**src/rtl/ram_slice_reader.sv**
```systemverilog
// Streams 40x48 RGB565 slices out of RAM as RGB888 pixels through a 2-entry FIFO.
// Define PIXEL_EXPAND_EN to fill the low colour bits by MSB replication instead of zeros.
module ram_slice_reader #(
  parameter int RAM_ADDR_WIDTH = 32,
  parameter int RAM_DATA_WIDTH = 16,
  parameter int IMAGE_IN_RAM   = 18
) (
  input  logic                      clk,
  input  logic                      nrst,
  input  logic                      stream_ready,
  input  logic                      slice_req,
  output logic [RAM_ADDR_WIDTH-1:0] ram_addr,
  output logic                      ram_re,
  input  logic [RAM_DATA_WIDTH-1:0] ram_rdata,
  output logic [23:0]               pix_data,
  output logic                      pix_valid,
  input  logic                      pix_ready,
  output logic                      pix_last,
  output logic [7:0]                slice_idx,
  output logic                      slice_done
);

  localparam int IMAGE_SIZE = 40 * 48;
  localparam logic [10:0] LAST_PIX = 11'(IMAGE_SIZE - 1);
  localparam logic [7:0] LAST_SLICE = 8'(IMAGE_IN_RAM - 1);
  localparam logic [RAM_ADDR_WIDTH-1:0] ADDR_ONE = RAM_ADDR_WIDTH'(1);

  typedef enum logic [1:0] {
    IDLE     = 2'd0,
    WAIT_REQ = 2'd1,
    READ     = 2'd2,
    FLUSH    = 2'd3
  } state_t;

  function automatic logic [23:0] expand_px(input logic [15:0] px);
`ifdef PIXEL_EXPAND_EN
    expand_px = {px[15:11], px[15:13], px[10:5], px[10:9], px[4:0], px[4:2]};
`else
    expand_px = {px[15:11], 3'b000, px[10:5], 2'b00, px[4:0], 3'b000};
`endif
  endfunction

  state_t                    state_r;
  state_t                    state_next_s;
  logic [1:0]                occ_r;
  logic                      inflight_r;
  logic                      inflight_last_r;
  logic [10:0]               pix_cnt_r;
  logic [RAM_ADDR_WIDTH-1:0] addr_r;
  logic [7:0]                idx_r;
  logic                      done_r;
  logic [23:0]               head_data_r;
  logic                      head_last_r;
  logic [23:0]               tail_data_r;
  logic                      tail_last_r;
  logic                      pop_s;
  logic [2:0]                fill_s;
  logic                      last_read_s;
  logic                      finish_s;
  logic [23:0]               in_data_s;

  // Pop and projected fill; counting this cycle's pop lets reads sustain one pixel per cycle.
  always_comb begin
    pop_s       = (occ_r != 2'd0) && pix_ready;
    fill_s      = {1'b0, occ_r} - {2'b00, pop_s} + {2'b00, inflight_r};
    last_read_s = ram_re && (pix_cnt_r == LAST_PIX);
    finish_s    = (state_r == FLUSH) && (occ_r == 2'd0) && !inflight_r && stream_ready;
    in_data_s   = expand_px(ram_rdata[15:0]);
  end

  // State register.
  always_ff @(posedge clk or negedge nrst) begin
    if (!nrst) begin
      state_r <= IDLE;
    end else begin
      state_r <= state_next_s;
    end
  end

  // Next-state logic; a low stream_ready drops every state back to IDLE.
  always_comb begin
    state_next_s = state_r;
    case (state_r)
      IDLE: begin
        if (stream_ready) state_next_s = WAIT_REQ;
        else              state_next_s = IDLE;
      end
      WAIT_REQ: begin
        if (!stream_ready)  state_next_s = IDLE;
        else if (slice_req) state_next_s = READ;
        else                state_next_s = WAIT_REQ;
      end
      READ: begin
        if (!stream_ready)    state_next_s = IDLE;
        else if (last_read_s) state_next_s = FLUSH;
        else                  state_next_s = READ;
      end
      FLUSH: begin
        if (!stream_ready) state_next_s = IDLE;
        else if (finish_s) state_next_s = WAIT_REQ;
        else               state_next_s = FLUSH;
      end
      default: state_next_s = IDLE;
    endcase
  end

  // Output decode from state and FIFO occupancy.
  always_comb begin
    if ((state_r == READ) && (fill_s < 3'd2)) ram_re = 1'b1;
    else                                      ram_re = 1'b0;
    pix_valid = (occ_r != 2'd0);
    pix_last  = pix_valid && head_last_r;
  end

  assign ram_addr   = addr_r;
  assign pix_data   = head_data_r;
  assign slice_idx  = idx_r;
  assign slice_done = done_r;

  // Read issue, return capture, two-entry FIFO and slice bookkeeping.
  always_ff @(posedge clk or negedge nrst) begin
    if (!nrst) begin
      occ_r           <= 2'd0;
      inflight_r      <= 1'b0;
      inflight_last_r <= 1'b0;
      pix_cnt_r       <= 11'd0;
      addr_r          <= '0;
      idx_r           <= 8'd0;
      done_r          <= 1'b0;
      head_data_r     <= 24'd0;
      head_last_r     <= 1'b0;
      tail_data_r     <= 24'd0;
      tail_last_r     <= 1'b0;
    end else if (!stream_ready) begin
      occ_r           <= 2'd0;
      inflight_r      <= 1'b0;
      inflight_last_r <= 1'b0;
      pix_cnt_r       <= 11'd0;
      addr_r          <= '0;
      idx_r           <= 8'd0;
      done_r          <= 1'b0;
      head_last_r     <= 1'b0;
      tail_last_r     <= 1'b0;
    end else begin
      inflight_r      <= ram_re;
      inflight_last_r <= last_read_s;
      done_r          <= finish_s;
      if (ram_re) begin
        pix_cnt_r <= pix_cnt_r + 11'd1;
        addr_r    <= addr_r + ADDR_ONE;
      end else if (finish_s) begin
        pix_cnt_r <= 11'd0;
        if (idx_r == LAST_SLICE) begin
          idx_r  <= 8'd0;
          addr_r <= '0;
        end else begin
          idx_r <= idx_r + 8'd1;
        end
      end
      case ({inflight_r, pop_s})
        2'b10: begin
          if (occ_r == 2'd0) begin
            head_data_r <= in_data_s;
            head_last_r <= inflight_last_r;
            occ_r       <= 2'd1;
          end else begin
            tail_data_r <= in_data_s;
            tail_last_r <= inflight_last_r;
            occ_r       <= 2'd2;
          end
        end
        2'b01: begin
          if (occ_r == 2'd2) begin
            head_data_r <= tail_data_r;
            head_last_r <= tail_last_r;
            occ_r       <= 2'd1;
          end else begin
            head_last_r <= 1'b0;
            occ_r       <= 2'd0;
          end
        end
        2'b11: begin
          if (occ_r == 2'd2) begin
            head_data_r <= tail_data_r;
            head_last_r <= tail_last_r;
            tail_data_r <= in_data_s;
            tail_last_r <= inflight_last_r;
          end else begin
            head_data_r <= in_data_s;
            head_last_r <= inflight_last_r;
          end
        end
        default: occ_r <= occ_r;
      endcase
    end
  end

endmodule

```
**config.mk**
```make
export PLATFORM = sky130hd
export DESIGN_NAME = ram_slice_reader
export DESIGN_NICKNAME = d
export VERILOG_FILES = /design/src/rtl/ram_slice_reader.sv
export SDC_FILE = /design/constraint.sdc
export NUM_CORES = 1
export LEC_CHECK = 0
export BUFFER_PORTS_ARGS = -buffer_cell sky130_fd_sc_hd__buf_4
export CORE_MARGIN = 2
export CORE_UTILIZATION = 55
export DETAILED_ROUTE_END_ITERATION = 8
export MAX_ROUTING_LAYER = met4
export PLACE_DENSITY = 0.78
export SYNTH_ARGS = -nofsm -noshare
export SYNTH_HDL_FRONTEND = slang
export SYNTH_SLANG_ARGS = --single-unit
export TNS_END_PERCENT = 20
```
**constraint.sdc**
```tcl
create_clock -name clk -period 6.8 [get_ports clk]
set_input_delay 1.36 -clock clk [delete_from_list [all_inputs] [get_ports clk]]
set_output_delay 1.36 -clock clk [all_outputs]
set_load 0.03 [all_outputs]
```
Yosys cells after proc, flatten, opt, wreduce, memory -nomap -nowiden
Cells that the tools add are included.
- register bits: 108
- output and inout port bits: 68
- logic and storage cells: 103
- add/sub/neg operators: 5
- $lt $le $gt $ge: 1
- eq/ne operators: 23
- multiplexer cells: 43
- reductions and logical operators: 19
- operators with widths (cell ; number):
    $mux 32 ; 4
    $mux 24 ; 5
    $pmux 24 s3 ; 1
    $pmux 24 s2 ; 1
    $mux 11 ; 3
    $add 32x1->32 const B ; 1
    $mux 8 ; 4
    $mux 1 ; 14
    $mux 2 ; 7
    $ne 3x1->1 const B ; 4
    $add 11x1->11 const B ; 1
    $eq 11x11->1 const B ; 1
    $eq 2x2->1 const B ; 5
    $ne 2x2->1 const B ; 5
    $ne 3x3->1 const B ; 3
    $add 8x1->8 const B ; 1
    $eq 8x5->1 const B ; 1
    $pmux 2 s4 ; 1
    $reduce_and 4->1 ; 2
    $logic_and 1x1->1 ; 7
    $reduce_and 2->1 ; 3
    $eq 2x1->1 const B ; 2
    $logic_not 2->1 ; 2
    $ne 4x1->1 const B ; 1
    11 further kinds ; 12

Logic depth before layout (Yosys ltp)
Gate-level depths: netlist of run 1.
- word-level depth: 11
- gate-level depth with buffers: 13
- depth with buffers taken out: 11

Worst setup path before layout of run 1
Ideal clock, no wire load.
- kind: input -> output
- start point: input pix_ready
- end point: output ram_re
- arrival time: 2.808 ns
- required time: 5.440 ns
- slack: 2.632 ns
- stages: 7
- buffers on the path: 0
- path through: and2_1 > ha_1 > nand2b_1 > fa_1 > xnor2_1 > nand3_1 > inv_1
- cells in the longest elaborated chain, start to end: 6
- ends and longest elaborated chain (item ; line ; RTL):
    from (decl) ; 17 ; input logic pix_ready,
    $logic_and 1x1->1 ; 64 ; pop_s = (occ_r != 2'd0) && pix_ready;
    $sub 2x1->3 ; 65 ; fill_s = {1'b0, occ_r} - {2'b00, pop_s} + {2'b00, inflight_r};
    $add 3x1->3 ; 65 ;
    $lt 3x2->1 ; 109 ; if ((state_r == READ) && (fill_s < 3'd2)) ram_re = 1'b1;
    $logic_and 1x1->1 ; 109 ;
    $mux 1 ; 109 ;
    to (decl) ; 13 ; output logic ram_re,
Every way passes these cells.

Final worst setup path of run 1
Same ends and word-level chain as after synthesis.

==> run metrics, run 1 <==
result of the run completed; synth cell count leaders 92 x sky130_fd_sc_hd__dfrtp_1, 50 x sky130_fd_sc_hd__o21ai_0, 32 x sky130_fd_sc_hd__mux2_2, 32 x sky130_fd_sc_hd__nand2_1, 31 x sky130_fd_sc_hd__nor2_1; Synth cell types 55; classification of the worst setup path in -> out; portion of the post-synthesis area used by sequential elements 48.19%; number of buffers on the longest clock path 2; layout cell share with drive strength beyond 1 25.00%; cell type with the largest total area after synthesis sky130_fd_sc_hd__dfrtp_1; Setup violations, final 0; flop and latch count out of synthesis 92; top-count cell post-synth sky130_fd_sc_hd__dfrtp_1; CTS sink cnt 92; number of gates resized after cts 0; proportion of register bits with asynchronous set or reset after synthesis 100.0%; data required time of the critical path 5.44 ns; Starting Density 57.56%; global-route wire length before repair 18040 um; maximum clock rate 0.2283 GHz; DIE WIDTH 97.20 um; crit path max fanout 3; maximum number of pins on one net before global-route repair 54; number of cells traversed by the worst register-to-register path 12; cell area after technology mapping 0.004777 mm2; clock period minus worst slack 4.381 ns; relative slew slack 33.21%; GRT met2 Usage 36.81%; area delta synth->final 16.40%; DIE AREA 0.009447 mm2; power consumption 1.333 mW; number of I/O pins 89; Crit-path slowest cell sky130_fd_sc_hd__fa_1; register clock-pin slew on the reported worst setup and hold paths 0.09 ns; synth top area cells sky130_fd_sc_hd__dfrtp_1 48%, sky130_fd_sc_hd__mux2_2 7.5%, sky130_fd_sc_hd__o21ai_0 5.2%, sky130_fd_sc_hd__a22o_1 3.3%, sky130_fd_sc_hd__nand2_1 2.5%; main flop type after synthesis sky130_fd_sc_hd__dfrtp_1; post-route ant nets 0; chip height 97.20 um; clock skew after layout 0.01460 ns; Max Cap Violations 0; Core Rows 33; post-synth top area share 48.19%; unrepaired setup endpoints after global routing false; number of buffers created by CTS 9; crit end category primary output; cell at the root of the clock tree sky130_fd_sc_hd__clkbuf_8; 1st-iter DRT viols 234; worst r2r dst ram_addr[4]$_DFFE_PN0P_; Mapped Avg Cell Area 9.952 um2; worst hold path cell count 1; hold path startpoint pix_cnt_r[10]$_DFFE_PN0P_; destination of the worst hold path pix_cnt_r[10]$_DFFE_PN0P_; number of DRC violations after detailed routing 0; total count of hold-check failures in the final report 0; port buffer count 80; vias in the first global route 3804; DPL Wire Length 7069 um; number of synthesized flops with an enable pin 0; final setup TNS 0 ns; highest-utilization routing layer at the global route stage met2; nets 577; RD Place Congestion 0.8952; total via count in the routed design 3945; total iterations of the first detailed-routing run 4; aggregate routed wire length 10500 um; ratio of routed vias to standard cells 6.005; H-Tree Depth 3; crit-path cells buf_4 -> and2_1 -> ha_1 -> nand2b_1 -> fa_1 -> xnor2_1 -> nand3_1 -> inv_1 -> buf_4; total power density per cell area 239.7 mW/mm2; max-slew violation count 0; met1 global-route usage 31.40%; average wire length per cell after detail routing 15.98 um; maximum vdd drop 0.0001290 V; worst min-delay path category reg -> reg; CTS tree done; slowest cell delay on critical path 0.38 ns; library cell appearing most often on the critical path sky130_fd_sc_hd__buf_4; Static Leakage 2.629 nW; worst path arrival time 3.02 ns; total gr overflow 0; number of standard cells after synthesis 480; R2R Setup Slk 2.92 ns; number of buffers inserted by post-CTS setup repair 0; worst flop-to-flop path startpoint occ_r[1]$_DFFE_PN0P_; number of antenna diodes 0; hold buffers post-CTS 0; fill cell count 627; Slew @ Worst Pin 1.001 ns; overall routing resource usage 23.33%; Yosys Warn Count 0; number of antenna violations at the first check in global routing 0; portion of the clock cycle consumed by the worst path in the final layout 64.43%; total core area 0.008299 mm2; GR met3 Demand/Resource 4.029%; clock latency reported for the late side of the worst-skew pair 0.37 ns; CP startpoint kind input pin
[metal layers]
metal / vias up / share of wire (%)
met3: 17 / 5.2
met1: 1929 / 46
met4: 0 / 1.2
li1: 1890 / -
met5: - / 0
met2: 109 / 48
[placed cells by master, fill, tap and decap left out, drive strengths merged, types with 4 or more instances in the layout]
master / synthesis / routed
a21o: 5 / 5
a21oi: 17 / 17
a22o: 18 / 18
a31oi: 16 / 16
a41oi: 4 / 4
and2: 7 / 7
and3: 8 / 8
buf: 21 / 85
clkbuf: 15 / 9
conb: 1 / 8
dfrtp: 92 / 92
ha: 8 / 8
inv: 14 / 18
mux2: 32 / 32
nand2: 32 / 32
nand2b: 4 / 4
nand3: 19 / 19
nand4: 19 / 19
nor2: 31 / 31
nor3: 9 / 9
o21ai: 52 / 52
o31ai: 4 / 4
o41ai: 6 / 6
or2: 4 / 4
[final cells by class]
class	count	area (um2)	share of cell area, %
sequential	92	2302	41.40
multi-input combinational	345	2246	40.39
timing repair buffer	85	638.1	11.48
tap	105	131.4	2.363
clock buffer	9	123.9	2.228
clock inverter	7	66.31	1.193
inverter	14	52.55	0.9451
[state kept, by name, summed over array words and instances, names as in the netlist]
| signal | count |
|---|---|
| head_last_r | 1 |
| slice_done | 1 |
| inflight_last_r | 1 |
| state_r | 2 |
| pix_cnt_r | 11 |
| ram_addr | 32 |
| slice_idx | 8 |
| tail_last_r | 1 |
| occ_r | 2 |
| pix_data | 16 |
| tail_data_r | 16 |
| inflight_r | 1 |
[worst max-delay path: cells and delay by family]
family / cells / cell delay (ns)
and+or+nand+nor: 3 / 0.47
buffers and inverters: 3 / 0.35
adders and majority gates: 2 / 0.65
xor gates and xnor gates: 1 / 0.20
[through the flow]
| stage | cell area, um2 | hold slack (ns) | worst slack, ns | util [%] | cells |
|---|---|---|---|---|---|
| floorplan | 4803 | 0.4512 | 2.632 | - | 487 |
| global route | 5560 | 0.5340 | 2.242 | 67.00 | 657 |
| finish | 5560 | 0.5086 | 2.419 | 67.00 | 657 |
| CTS | 5560 | 0.5027 | 2.414 | 67.00 | 657 |
| global placement | 5370 | 0.4705 | 2.436 | 64.71 | 641 |
| detailed placement | 5370 | 0.4897 | 2.338 | 64.71 | 641 |
[logic make-up after synthesis]
logic type                 share of synthesized area [%]
DFF                                                48.19
and+or+nand+nor                                    16.37
AOI/OAI and AO/OA                                  18.81
muxes                                              7.962
xor gates and xnor gates                          0.7335
adders and majority gates                          2.515
other                                            0.07850
buffers and inverters                              5.343
[worst max path at each step]
stage,end,from,slack (ns)
finish,ram_re,pix_ready,2.42
global route,ram_re,pix_ready,2.24
CTS,ram_re,pix_ready,2.41
detailed placement,ram_addr[4]$_DFFE_PN0P_,pix_ready,2.34
global placement,ram_re,pix_ready,2.44
floorplan,ram_re,pix_ready,2.63
[power by group]
group	total, mW	internal, mW	leakage, nW	switching [mW]
logic	0.307	0.134	1.30	0.174
registers	0.666	0.624	1.23	0.0415
clock network	0.359	0.143	0.0982	0.217
total	1.33	0.901	2.63	0.432
(Power assumes the default switching activity.)
==> run 2: changes to the inputs <==
- clock period: 6.8 -> 4.24 ns (I/O delays scaled with it)
==> run metrics, run 2 (synthesis results as in run 1) <==
aggregate routed wire length 10360 um; area delta synth->final 17.23%; Crit-path slowest cell sky130_fd_sc_hd__dfrtp_1; total gr overflow 0; maximum clock rate 0.2735 GHz; clock latency reported for the late side of the worst-skew pair 0.38 ns; total core area 0.008299 mm2; flip-flop count of the largest register, all copies and words added 32; nets 579; crit path max fanout 8; max-slew violation count 0; commonest non-fill, non-tap cell in the layout sky130_fd_sc_hd__dfrtp_1; Max Cap Violations 0; register clock-pin slew on the reported worst setup and hold paths 0.10 ns; port buffer count 80; crit-path cells or2_1 -> and2_1 -> ha_1 -> nand2b_1 -> fa_1 -> xnor2_1 -> nand3_1 -> inv_1 -> buf_4; portion of total power attributed to sequential cells 48.4%; global-route wire length before repair 17680 um; data required time of the critical path 3.39 ns; logic gate share of total power 22.3%; crit end category primary output; portion of the clock cycle consumed by the worst path in the final layout 86.24%; most used cells in the layout excluding fill and tap cells 92 x sky130_fd_sc_hd__dfrtp_1, 87 x sky130_fd_sc_hd__buf_4, 50 x sky130_fd_sc_hd__o21ai_0; fin worst setup slack 0.5834 ns; vias in the first global route 3743; Core Rows 33; hold buffers post-CTS 0; result of the run completed; Static Leakage 2.649 nW; RD Place Congestion 0.7994; chip height 97.20 um; DIE AREA 0.009447 mm2; maximum number of pins on one net before global-route repair 63; clock skew after layout 0.01717 ns; number of buffers inserted by post-CTS setup repair 0; total via count in the routed design 3973; worst setup timing slack at the placement stage 0.7558 ns; average wire length per cell after detail routing 15.72 um; clock period minus worst slack 3.657 ns; number of DRC violations after detailed routing 0; total iterations of the first detailed-routing run 4; Slew @ Worst Pin 0.8165 ns; classification of the worst setup path reg -> out; number of buffers on the longest clock path 2; total power density per cell area 394.1 mW/mm2; number of buffers created by CTS 9; H-Tree Depth 3; number of buffers and inverters on the critical path 2; DIE WIDTH 97.20 um; slowest cell delay on critical path 0.48 ns; unrepaired setup endpoints after global routing false; CP startpoint kind flip-flop; CTS tree done; sw frac 31.73%; Starting Density 57.56%; cell at the root of the clock tree sky130_fd_sc_hd__clkbuf_8; final setup TNS 0 ns; category of cells accounting for the largest share of critical-path delay simple AND/OR/NAND/NOR gates; proportion of power drawn by the clock network 29.2%; number of I/O pins 89; number of antenna violations at the first check in global routing 0; CTS sink cnt 92; 1st-iter DRT viols 213; number of gates resized after cts 0; overall routing resource usage 23.16%; Setup violations, final 0; worst min-delay path category reg -> reg; ratio of routed vias to standard cells 6.029; maximum vdd drop 0.0001966 V; internal power consumption 1.507 mW; layout cell share with drive strength beyond 1 25.27%; total count of hold-check failures in the final report 0; post-route ant nets 0; DPL Wire Length 6914 um; worst path arrival time 2.81 ns; relative slew slack 45.40%; power spent charging and discharging nets 0.7003 mW; number of antenna diodes 0
## run 2: final timing paths
check,start,end,slack [ns],cells past startpoint
worst min-delay path,pix_cnt_r[10]$_DFFE_PN0P_,pix_cnt_r[10]$_DFFE_PN0P_,0.50,1
worst min register to register,pix_cnt_r[10]$_DFFE_PN0P_,pix_cnt_r[10]$_DFFE_PN0P_,0.50,1
max in group asynchronous,nrst,tail_data_r[14]$_DFFE_PN0P_,2.80,2
worst max-delay path,occ_r[1]$_DFFE_PN0P_,ram_re,0.58,9
min in group asynchronous,nrst,slice_idx[6]$_DFFE_PN0P_,0.53,1
worst max register to register,occ_r[1]$_DFFE_PN0P_,ram_addr[4]$_DFFE_PN0P_,0.83,13
## run 2: routing by layer
layer	part of all wire (%)	wire [um]	vias up	track usage, %
met5	0	0	-	-
met4	1.5	152	0	8.884
met3	6.3	653	12	3.957
met2	45	4694	132	34.94
met1	47	4860	1929	31.61
li1	-	-	1900	-
## run 2: area by class of cell
class                   instances  area (um2)
clock inverters                 7       91.34
inverters                      14       52.55
flip-flops and latches         92        2302
clock buffers                   9       123.9
multi-input cells             345        2246
fillers                       676        2699
well taps                     105       131.4
repair buffers                 87       653.1
## run 2: per-stage QoR
stage          hold slack, ns  area (um2)  cells  utilization (%)  power (mW)
3_5_place_dp           0.4929        5385    643            64.89       1.585
4_1_cts                0.5086        5600    659            67.48       2.223
5_1_grt                0.5175        5600    659            67.48       2.308
6_report               0.5013        5600    659            67.48       2.207
3_3_place_gp           0.4862        5385    643            64.89       1.564
2_1_floorplan          0.4512        4803    487                -       1.400
## run 2: power groups by stage
stage / logic, mW / registers (mW) / clock network, mW
global route: 0.524 / 1.08 / 0.700
finish: 0.493 / 1.07 / 0.645
CTS: 0.498 / 1.07 / 0.657
global placement: 0.487 / 1.08 / 0
floorplan: 0.186 / 1.21 / 0
detailed placement: 0.497 / 1.09 / 0
==> run 3: changes to the inputs <==
- ABC_AREA: not set -> 1
- CORE_ASPECT_RATIO: not set -> 0.6
- PLACE_DENSITY: 0.78 -> 0.77
==> run metrics, run 3 <==
maximum vdd drop 0.0002872 V; total via count in the routed design 4982; post-synth top area share 43.70%; port buffer count 80; chip height 79.82 um; number of gates resized after cts 0; number of antenna violations at the first check in global routing 0; number of buffers inserted by post-CTS setup repair 0; result of the run completed; RD Place Congestion 1.007; crit path max fanout 7; register clock-pin slew on the reported worst setup and hold paths 0.07 ns; unrepaired setup endpoints after global routing false; CTS tree done; proportion of register bits with asynchronous set or reset after synthesis 100.0%; data required time of the critical path 3.39 ns; 1st-iter DRT viols 519; GR met3 Demand/Resource 9.987%; number of antenna diodes 0; nets 793; total count of hold-check failures in the final report 0; clock skew after layout 0.006948 ns; Mapped Avg Cell Area 7.658 um2; H-Tree Depth 3; vias in the first global route 4565; worst min-delay path category reg -> reg; Yosys Warn Count 0; highest-utilization routing layer at the global route stage met1; number of synthesized flops with an enable pin 0; GRT met2 Usage 38.43%; Core Rows 27; CP startpoint kind flip-flop; fill cell count 807; DIE AREA 0.01040 mm2; portion of the clock cycle consumed by the worst path in the final layout 84.36%; DIE WIDTH 130.4 um; synth top area cells sky130_fd_sc_hd__dfrtp_1 44%, sky130_fd_sc_hd__nand2_1 13%, sky130_fd_sc_hd__nor2_1 5.8%, sky130_fd_sc_hd__o21ai_0 5.8%, sky130_fd_sc_hd__nand3_1 5.4%; Static Leakage 2.924 nW; Max Cap Violations 0; aggregate routed wire length 14180 um; cell at the root of the clock tree sky130_fd_sc_hd__clkbuf_16; number of standard cells after synthesis 688; power consumption 2.557 mW; main flop type after synthesis sky130_fd_sc_hd__dfrtp_1; layout cell share with drive strength beyond 1 18.10%; DPL Wire Length 10430 um; total gr overflow 0; worst path arrival time 2.73 ns; flip-flop count of the largest register, all copies and words added 32; hold buffers post-CTS 0; number of I/O pins 89; average wire length per cell after detail routing 15.79 um; classification of the worst setup path reg -> out; number of buffers on the longest clock path 2; cell area after technology mapping 0.005269 mm2; Slew @ Worst Pin 0.9186 ns; met1 global-route usage 44.99%; CTS sink cnt 92; total core area 0.009256 mm2; Synth cell types 38; clock latency reported for the late side of the worst-skew pair 0.35 ns; flop and latch count out of synthesis 92; post-route ant nets 0; top-count cell post-synth sky130_fd_sc_hd__nand2_1; final setup TNS 0 ns; relative slew slack 38.76%; commonest non-fill, non-tap cell in the layout sky130_fd_sc_hd__nand2_1; overall routing resource usage 30.13%; cell type with the largest total area after synthesis sky130_fd_sc_hd__dfrtp_1; area delta synth->final 17.34%; number of DRC violations after detailed routing 0; number of buffers created by CTS 9; ratio of routed vias to standard cells 5.548; maximum number of pins on one net before global-route repair 72; total power density per cell area 413.6 mW/mm2; portion of the post-synthesis area used by sequential elements 43.70%; clock period minus worst slack 3.577 ns; global-route wire length before repair 23360 um; total iterations of the first detailed-routing run 9; synth cell count leaders 186 x sky130_fd_sc_hd__nand2_1, 92 x sky130_fd_sc_hd__dfrtp_1, 82 x sky130_fd_sc_hd__nor2_1; crit end category primary output; most used cells in the layout excluding fill and tap cells 186 x sky130_fd_sc_hd__nand2_1, 92 x sky130_fd_sc_hd__dfrtp_1, 82 x sky130_fd_sc_hd__nor2_1, 82 x sky130_fd_sc_hd__buf_4, 73 x sky130_fd_sc_hd__inv_1; max-slew violation count 0; Setup violations, final 0; maximum clock rate 0.2796 GHz; Starting Density 56.92%
## run 3: final timing paths
check / slack [ns] / cells past startpoint / start / end
worst max-delay path: 0.66 / 10 / occ_r[1]$_DFFE_PN0P_ / ram_re
worst min-delay path: 0.49 / 2 / tail_data_r[3]$_DFFE_PN0P_ / tail_data_r[3]$_DFFE_PN0P_
worst max register to register: 0.92 / 15 / occ_r[1]$_DFFE_PN0P_ / ram_addr[2]$_DFFE_PN0P_
worst min register to register: 0.49 / 2 / tail_data_r[3]$_DFFE_PN0P_ / tail_data_r[3]$_DFFE_PN0P_
max in group asynchronous: 2.74 / 2 / nrst / ram_addr[12]$_DFFE_PN0P_
min in group asynchronous: 0.62 / 1 / nrst / pix_data[19]$_DFFE_PN0P_
## run 3: cells by family after synthesis
family          synth area share [%]
fa+ha+maj                      2.280
mux                            4.132
compound gates                 9.713
simple gates                   30.75
flops                          43.70
buf+inv                        8.858
other cells                  0.07117
xor+xnor                      0.4988
## run 3: per-stage QoR
step | util (%) | std cells | hold slack, ns | setup WS [ns] | area, um2
after global routing | 66.79 | 898 | 0.5252 | 0.5464 | 6182
after detailed placement | 63.73 | 882 | 0.4743 | 0.6659 | 5899
after floorplan | - | 695 | 0.4537 | 0.7391 | 5295
final | 66.79 | 898 | 0.4887 | 0.6630 | 6182
after CTS | 66.79 | 898 | 0.4923 | 0.6546 | 6182
after global placement | 63.73 | 882 | 0.4670 | 0.7417 | 5899
## run 3: report_power, final
group | leakage, nW | internal [mW] | switching, mW
registers | 1.24 | 1.02 | 0.0882
logic | 1.55 | 0.264 | 0.406
clock network | 0.134 | 0.406 | 0.369
## run 3: area by class of cell
| class | instances | area (um2) | share of cell area, % |
|---|---|---|---|
| clock buffers | 9 | 225.2 | 3.643 |
| clock inverters | 7 | 57.56 | 0.9310 |
| inverters | 78 | 292.8 | 4.736 |
| multi-input cells | 500 | 2526 | 40.86 |
| flip-flops and latches | 92 | 2302 | 37.24 |
| well taps | 130 | 162.7 | 2.631 |
| repair buffers | 82 | 615.6 | 9.957 |
## run 3: worst max-delay path, cell delays in order (launching register included)
cell and delay (ns):
sky130_fd_sc_hd__dfrtp_1 0.51, sky130_fd_sc_hd__inv_2 0.10, sky130_fd_sc_hd__nand2_1 0.08, sky130_fd_sc_hd__nand2_1 0.13, sky130_fd_sc_hd__inv_1 0.07, sky130_fd_sc_hd__ha_1 0.27
sky130_fd_sc_hd__or2_2 0.31, sky130_fd_sc_hd__fa_1 0.48, sky130_fd_sc_hd__nand3_1 0.12, sky130_fd_sc_hd__nor2_4 0.13, sky130_fd_sc_hd__buf_4 0.18
## run 3: per-layer routing
| metal | share of wire [%] | wire length (um) |
|---|---|---|
| met5 | 0 | 0 |
| met4 | 1.6 | 231 |
| met3 | 10 | 1420 |
| met2 | 40 | 5632 |
| met1 | 49 | 6892 |
